===== config.mk =====
export PLATFORM = sky130hd
export DESIGN_NAME = fp_operand_issue
export DESIGN_NICKNAME = d
export VERILOG_FILES = /design/src/rtl/fp_pkg.sv /design/src/rtl/fp_classify.sv /design/src/rtl/fp_operand_issue.sv
export SDC_FILE = /design/constraint.sdc
export NUM_CORES = 1
export LEC_CHECK = 0
export ABC_AREA = 0
export CAP_MARGIN = 20
export CORE_MARGIN = 5
export CORE_UTILIZATION = 50
export CTS_CLUSTER_DIAMETER = 100
export DETAILED_ROUTE_END_ITERATION = 6
export GPL_ROUTABILITY_DRIVEN = 0
export PLACE_DENSITY = 0.87
export SYNTH_ARGS = -nofsm -noshare
export SYNTH_HDL_FRONTEND = slang
export SYNTH_SLANG_ARGS = --single-unit

===== constraint.sdc =====
create_clock -name clk -period 4 [get_ports clk]
set_input_delay 0.8 -clock clk [delete_from_list [all_inputs] [get_ports clk]]
set_output_delay 0.8 -clock clk [all_outputs]
set_load 0.02 [all_outputs]

===== src/rtl/fp_pkg.sv =====
// Shared definitions for the single-precision operand issue stage.
// Holds IEEE-754 field widths, the canonical quiet NaN, the operand class
// enum and the packed record held in the issue stage's main/skid registers.
package fp_pkg;

  localparam int          FP_EXP_W   = 8;
  localparam int          FP_MAN_W   = 23;
  localparam logic [7:0]  FP_EXP_MAX = 8'hFF;
  localparam logic [31:0] FP_QNAN    = 32'h7FC0_0000;

  // Tag width carried in the stored record.
  localparam int          FP_TAG_W   = 4;

  typedef enum logic [1:0] {
    FP_ZERO,
    FP_NORM,
    FP_INF,
    FP_NAN
  } fp_class_t;

  typedef struct packed {
    logic [31:0]         a;
    logic [31:0]         b;
    logic                op;
    logic [FP_TAG_W-1:0] tag;
    logic                special;
    logic [31:0]         special_val;
  } fp_issue_t;

endpackage


===== src/rtl/fp_classify.sv =====
// Combinational IEEE-754 single classifier.
// Ports:
//   f      in  32  operand
//   cls    out     class (ZERO, NORM, INF, NAN)
//   f_san  out 32  sanitised operand: exp == 0 flushed to signed zero,
//                  everything else passed through unchanged
module fp_classify
  import fp_pkg::*;
(
  input  logic [31:0] f,
  output fp_class_t   cls,
  output logic [31:0] f_san
);

  logic [FP_EXP_W-1:0] exp_f;
  logic [FP_MAN_W-1:0] man_f;

  assign exp_f = f[30:23];
  assign man_f = f[22:0];

  always_comb begin
    cls   = FP_NORM;
    f_san = f;
    if (exp_f == '0) begin
      // Denormals are not supported downstream; keep only the sign.
      cls   = FP_ZERO;
      f_san = {f[31], 31'b0};
    end else if (exp_f == FP_EXP_MAX) begin
      cls = (man_f != '0) ? FP_NAN : FP_INF;
    end
  end

endmodule


===== src/rtl/fp_operand_issue.sv =====
// Operand issue stage in front of the combinational add/sub datapath.
// Classifies both operands on accept, flushes denormals, resolves NaN/Inf
// cases to a bypass result and presents the pair through a 2-entry skid
// buffer so in_ready can be a register while keeping 1 pair/cycle.
// Ports:
//   clk, rst                 clock, async active-low reset
//   in_valid/in_ready        upstream handshake (in_ready registered)
//   in_a, in_b, in_op, in_tag  operand pair, op (0 add, 1 sub), tag
//   out_valid/out_ready      downstream handshake
//   out_a, out_b, out_op, out_tag  sanitised operands from the main register
//   out_special, out_special_val   bypass flag and bypass result
//
// state   | meaning
// S_EMPTY | main and skid empty, in_ready = 1
// S_ONE   | main full, skid empty, in_ready = 1
// S_TWO   | main and skid full, in_ready = 0
module fp_operand_issue
  import fp_pkg::*;
#(
  // Stored tag width is FP_TAG_W; TAG_W is expected to match it.
  parameter int          TAG_W = FP_TAG_W,
  parameter logic [31:0] QNAN  = FP_QNAN
) (
  input  logic             clk,
  input  logic             rst,
  input  logic             in_valid,
  output logic             in_ready,
  input  logic [31:0]      in_a,
  input  logic [31:0]      in_b,
  input  logic             in_op,
  input  logic [TAG_W-1:0] in_tag,
  output logic             out_valid,
  input  logic             out_ready,
  output logic [31:0]      out_a,
  output logic [31:0]      out_b,
  output logic             out_op,
  output logic [TAG_W-1:0] out_tag,
  output logic             out_special,
  output logic [31:0]      out_special_val
);

  typedef enum logic [1:0] {S_EMPTY, S_ONE, S_TWO} state_t;

  state_t    state_q, state_d;
  fp_issue_t main_q, main_d;
  fp_issue_t skid_q, skid_d;
  logic      in_ready_q, in_ready_d;
  logic      out_valid_q, out_valid_d;

  fp_class_t   cls_a, cls_b;
  logic [31:0] a_san, b_san;
  fp_issue_t   new_pair;
  logic        sb_eff;
  logic        accept, issue;

  fp_classify u_cls_a (.f(in_a), .cls(cls_a), .f_san(a_san));
  fp_classify u_cls_b (.f(in_b), .cls(cls_b), .f_san(b_san));

  // Subtraction is addition with b's sign flipped, so Inf resolution uses it.
  assign sb_eff = in_b[31] ^ in_op;

  always_comb begin
    new_pair             = '0;
    new_pair.a           = a_san;
    new_pair.b           = b_san;
    new_pair.op          = in_op;
    new_pair.tag         = FP_TAG_W'(in_tag);
    new_pair.special     = 1'b0;
    new_pair.special_val = '0;
    if (cls_a == FP_NAN || cls_b == FP_NAN) begin
      new_pair.special     = 1'b1;
      new_pair.special_val = QNAN;
    end else if (cls_a == FP_INF && cls_b == FP_INF) begin
      new_pair.special     = 1'b1;
      new_pair.special_val = (in_a[31] != sb_eff) ? QNAN : {in_a[31], FP_EXP_MAX, 23'b0};
    end else if (cls_a == FP_INF) begin
      new_pair.special     = 1'b1;
      new_pair.special_val = in_a;
    end else if (cls_b == FP_INF) begin
      new_pair.special     = 1'b1;
      new_pair.special_val = {sb_eff, FP_EXP_MAX, 23'b0};
    end
  end

  assign accept = in_valid & in_ready_q;
  assign issue  = out_valid_q & out_ready;

  always_comb begin
    state_d = state_q;
    main_d  = main_q;
    skid_d  = skid_q;
    case (state_q)
      S_EMPTY: begin
        if (accept) begin
          main_d  = new_pair;
          state_d = S_ONE;
        end
      end
      S_ONE: begin
        if (accept && issue) begin
          main_d = new_pair;
        end else if (accept) begin
          skid_d  = new_pair;
          state_d = S_TWO;
        end else if (issue) begin
          state_d = S_EMPTY;
        end
      end
      S_TWO: begin
        if (issue) begin
          main_d  = skid_q;
          state_d = S_ONE;
        end
      end
      default: state_d = S_EMPTY;
    endcase
    in_ready_d  = (state_d != S_TWO);
    out_valid_d = (state_d != S_EMPTY);
  end

  always_ff @(posedge clk or negedge rst) begin
    if (!rst) begin
      state_q     <= S_EMPTY;
      main_q      <= '0;
      skid_q      <= '0;
      in_ready_q  <= 1'b1;
      out_valid_q <= 1'b0;
    end else begin
      state_q     <= state_d;
      main_q      <= main_d;
      skid_q      <= skid_d;
      in_ready_q  <= in_ready_d;
      out_valid_q <= out_valid_d;
    end
  end

  assign in_ready        = in_ready_q;
  assign out_valid       = out_valid_q;
  assign out_a           = main_q.a;
  assign out_b           = main_q.b;
  assign out_op          = main_q.op;
  assign out_tag         = TAG_W'(main_q.tag);
  assign out_special     = main_q.special;
  assign out_special_val = main_q.special_val;

endmodule


==> summary.md <==
| Metric | Value |
|---|---|
| Outcome | completed |
| Register area share after synthesis | 59.8% |
| GR Util All Layers | 22.0% |
| Yosys warns | 0 |
| Crit path cell chain | clkdlybuf4s50_1 -> nor4_1 -> nand2_1 -> nand2_1 -> o21ai_0 -> mux2_1 |
| ANT cells | 0 |
| CTS tree | done |
| Number of vias in the routed layout | 6990 |
| Vias in the first global route | 7241 |
| CP max stage delay | 600 ps |
| VDD IR max | 0.461 mV |
| Critical path launch point type | input pin |
| Critical Path Sink Type | register |
| Top delay family on crit path | simple AND/OR/NAND/NOR gates |
| Share of cells above drive strength 1 | 5.47% |
| IO Count | 177 |
| Library cells used by synthesis | 40 |
| Avg WL per Cell | 16.8 µm |
| # resized after CTS | 0 |
| Setup Fix Bufs, Post-CTS | 0 |
| First-pass GRT wire length | 36700 µm |
| Post-DRT Antenna Nets | 0 |
| FF+latch count, synth | 208 |
| Die Ht | 142 µm |
| Critical path data required time | 4370 ps |
| H-tree Lvls | 1 |
| Clk_skew | 19.6 ps |
| Hold crit path type | input pin to async pin |
| Final min period | 2620 ps |
| Leak | 0.00522 µW |
| Cts hold-fix bufs | 0 |
| CP max stage cell | nand2_1 |
| Clock sink count | 208 |
| Achievable Freq | 382 MHz |
| Average cell area after synthesis | 9.54 µm² |
| Worst Path Buf+Inv | 1 |
| Synth Cell Area | 8700 µm² |
| IO Port Bufs | 176 |
| Maximum clock insertion buffer count | 3 |
| Classification of the worst setup path | input pin to register |
| EDFF count, synth | 0 |
| Maxcap violations | 0 |
| Worst Tran Pin Value | 953 ps |
| NumNets Final | 1139 |
| Residual DRC count | 0 |
| Site Rows | 48 |
| Setup-failing EPs final | 0 |
| Final period util | 65.5% |
| Dominant synthesized flop cell | dfrtp_1 |
| Initial Util | 50.7% |
| Grt ovf | 0 |
| Root buf cell | clkbuf_16 |
| Slew Viols, Final | 0 |
| Initial antenna violation count | 0 |
| Fill cells | 1388 |
| Syn nets | 986 |
| Die Wd | 142 µm |
| Core box area | 17200 µm² |
| Finished Core Util | 66.6% |
| Async SR Flop Fraction | 100% |
| RSZ-0062 raised after global routing | no |
| Final std cells w/o fill | 1304 |
| Pre-antenna DRT Iters | 6 |
| Area Overhead vs Synth | 31.3% |
| Rel. slew slack | 36.5% |
| Die Area | 20100 µm² |
| Placed cells | 1266 |
| Largest net degree at the start of global routing | 121 |
| Final wirelength | 21800 µm |
| Initial DRC count | 398 |
| Syn Inst Count | 912 |
| CP max FO | 23 |
| CP most frequent cell | nand2_1 |
| Clock transition at path regs | 60 ps |
| DP Wirelength | 14700 µm |
| Final hold vios | 0 |
| Setup_tns | 0 ps |
| Vias per cell | 5.36 |
| Clk_lat worst skew | 500 ps |
| Cts bufs inserted | 22 |
| Crit path DAT | 2980 ps |
| Power per cell area | 755 nW/µm² |
[path summary, 6_finish.rpt]
kind                                    startpoint                 end  slack, ps  depth (start not counted)
worst max-delay path                      in_a[28]           out_a[22]       1380                          6
worst min-delay path                           rst           skid_q[0]        460                          1
worst max register to register          state_q[1]            out_a[0]       1720                          4
worst min register to register  out_special_val[0]  out_special_val[0]        470                          2
max in group asynchronous                      rst          skid_q[83]       2740                          2
min in group clk                out_special_val[0]  out_special_val[0]        470                          2
[metal layers]
metal	global-route usage [%]	vias up	share of wire, %
met2	36.6	222	49
li1	-	3356	-
met1	29.3	3364	41
met4	6.72	0	2.9
met3	4.84	48	7.3
met5	0	-	0
[final cells by class]
class / instances / area, µm² / area share [%]
sequential: 208 / 5210 / 45.5
multi-input combinational: 644 / 3290 / 28.8
timing repair buffer: 188 / 1920 / 16.8
clock buffer: 32 / 618 / 5.41
tap: 225 / 282 / 2.46
clock inverter: 6 / 116 / 1.02
inverter: 1 / 3.75 / 0.0328
[power by group]
group / internal, µW / leakage (µW) / total [µW] / switching [µW]
sequential: 2920 / 0.00260 / 3370 / 449
combinational: 1400 / 0.00226 / 3200 / 1800
clock: 1260 / 0.000358 / 2060 / 796
total: 5590 / 0.00522 / 8630 / 3040
[stage by stage]
stage                     setup WS [ps]  hold slack [ps]  power [µW]  cell area [µm²]
after CTS                          1340              470        8710            11400
after detailed placement            833              457        6610            10700
final                              1380              464        8630            11400
after global placement              887              450        6490            10700
after global routing               1210              500        9170            11400
after floorplan                    1610              446        5150             8700
[cells in the final DEF (no fill, tap or decap), types with 3 or more instances in the layout]
cell and n:
a21oi_1 18, a31oi_1 26, and2_1 22, and3_1 6, buf_12 5, buf_4 7, bufinv_16 3, clkbuf_1 7
clkbuf_16 22, clkbuf_8 4, clkdlybuf4s50_1 175, dfrtp_1 207, mux2_1 40, nand2_1 309, nand3_1 31, nand4_1 4
nor2_1 37, nor4_1 12, o21a_1 9, o21ai_0 67, o21ai_1 32, or4_1 4
[sequential cells by signal (all words and copies together) (netlist names), 2 cells and up]
signal and count:
state_q 2, out_tag 4, skid_q 102, out_b 32, out_special_val 32, out_a 32
[cells by family (layout without fill, tap and decap cells)]
family / after synthesis / count (layout) / share of synthesized area [%]
adder cells (fa/ha/maj): 1 / 1 / 0.144
buffers and inverters: 60 / 227 / 2.86
XOR/XNOR: 1 / 1 / 0.101
AO/OA/AOI/OAI: 159 / 159 / 9.96
multiplexers: 40 / 40 / 5.18
flip-flops: 208 / 208 / 59.8
AND/OR/NAND/NOR: 443 / 443 / 21.9
[worst reg2reg max path: cells and delay by family, from the launching register on]
family	cells	cell delay, ps
and+or+nand+nor	1	790
muxes	1	310
DFF	1	460
buffers and inverters	1	410
AOI/OAI and AO/OA	1	160
[cell usage after synthesis, types with 2 or more instances]
cell / count / area share, %
nand2_1: 310 / 13
o22ai_1: 3 / 0.22
o21a_1: 9 / 0.78
mux2_1: 40 / 5.2
nor2_2: 2 / 0.14
buf_2: 6 / 0.35
and3_1: 6 / 0.43
nor3_1: 2 / 0.12
and2_1: 22 / 1.6
a31oi_1: 26 / 1.9
nor2_1: 38 / 1.6
nand4_1: 4 / 0.29
o21ai_0: 67 / 3.9
dfrtp_1: 207 / 60
or4_1: 4 / 0.35
clkbuf_1: 48 / 2.1
nor4_1: 12 / 0.86
a21oi_1: 18 / 1.0
buf_1: 4 / 0.17
nand3_1: 31 / 1.8
or4_4: 2 / 0.26
nor3_4: 2 / 0.37
o21ai_1: 32 / 1.8
No activity file was read; power rests on OpenSTA's default activity.
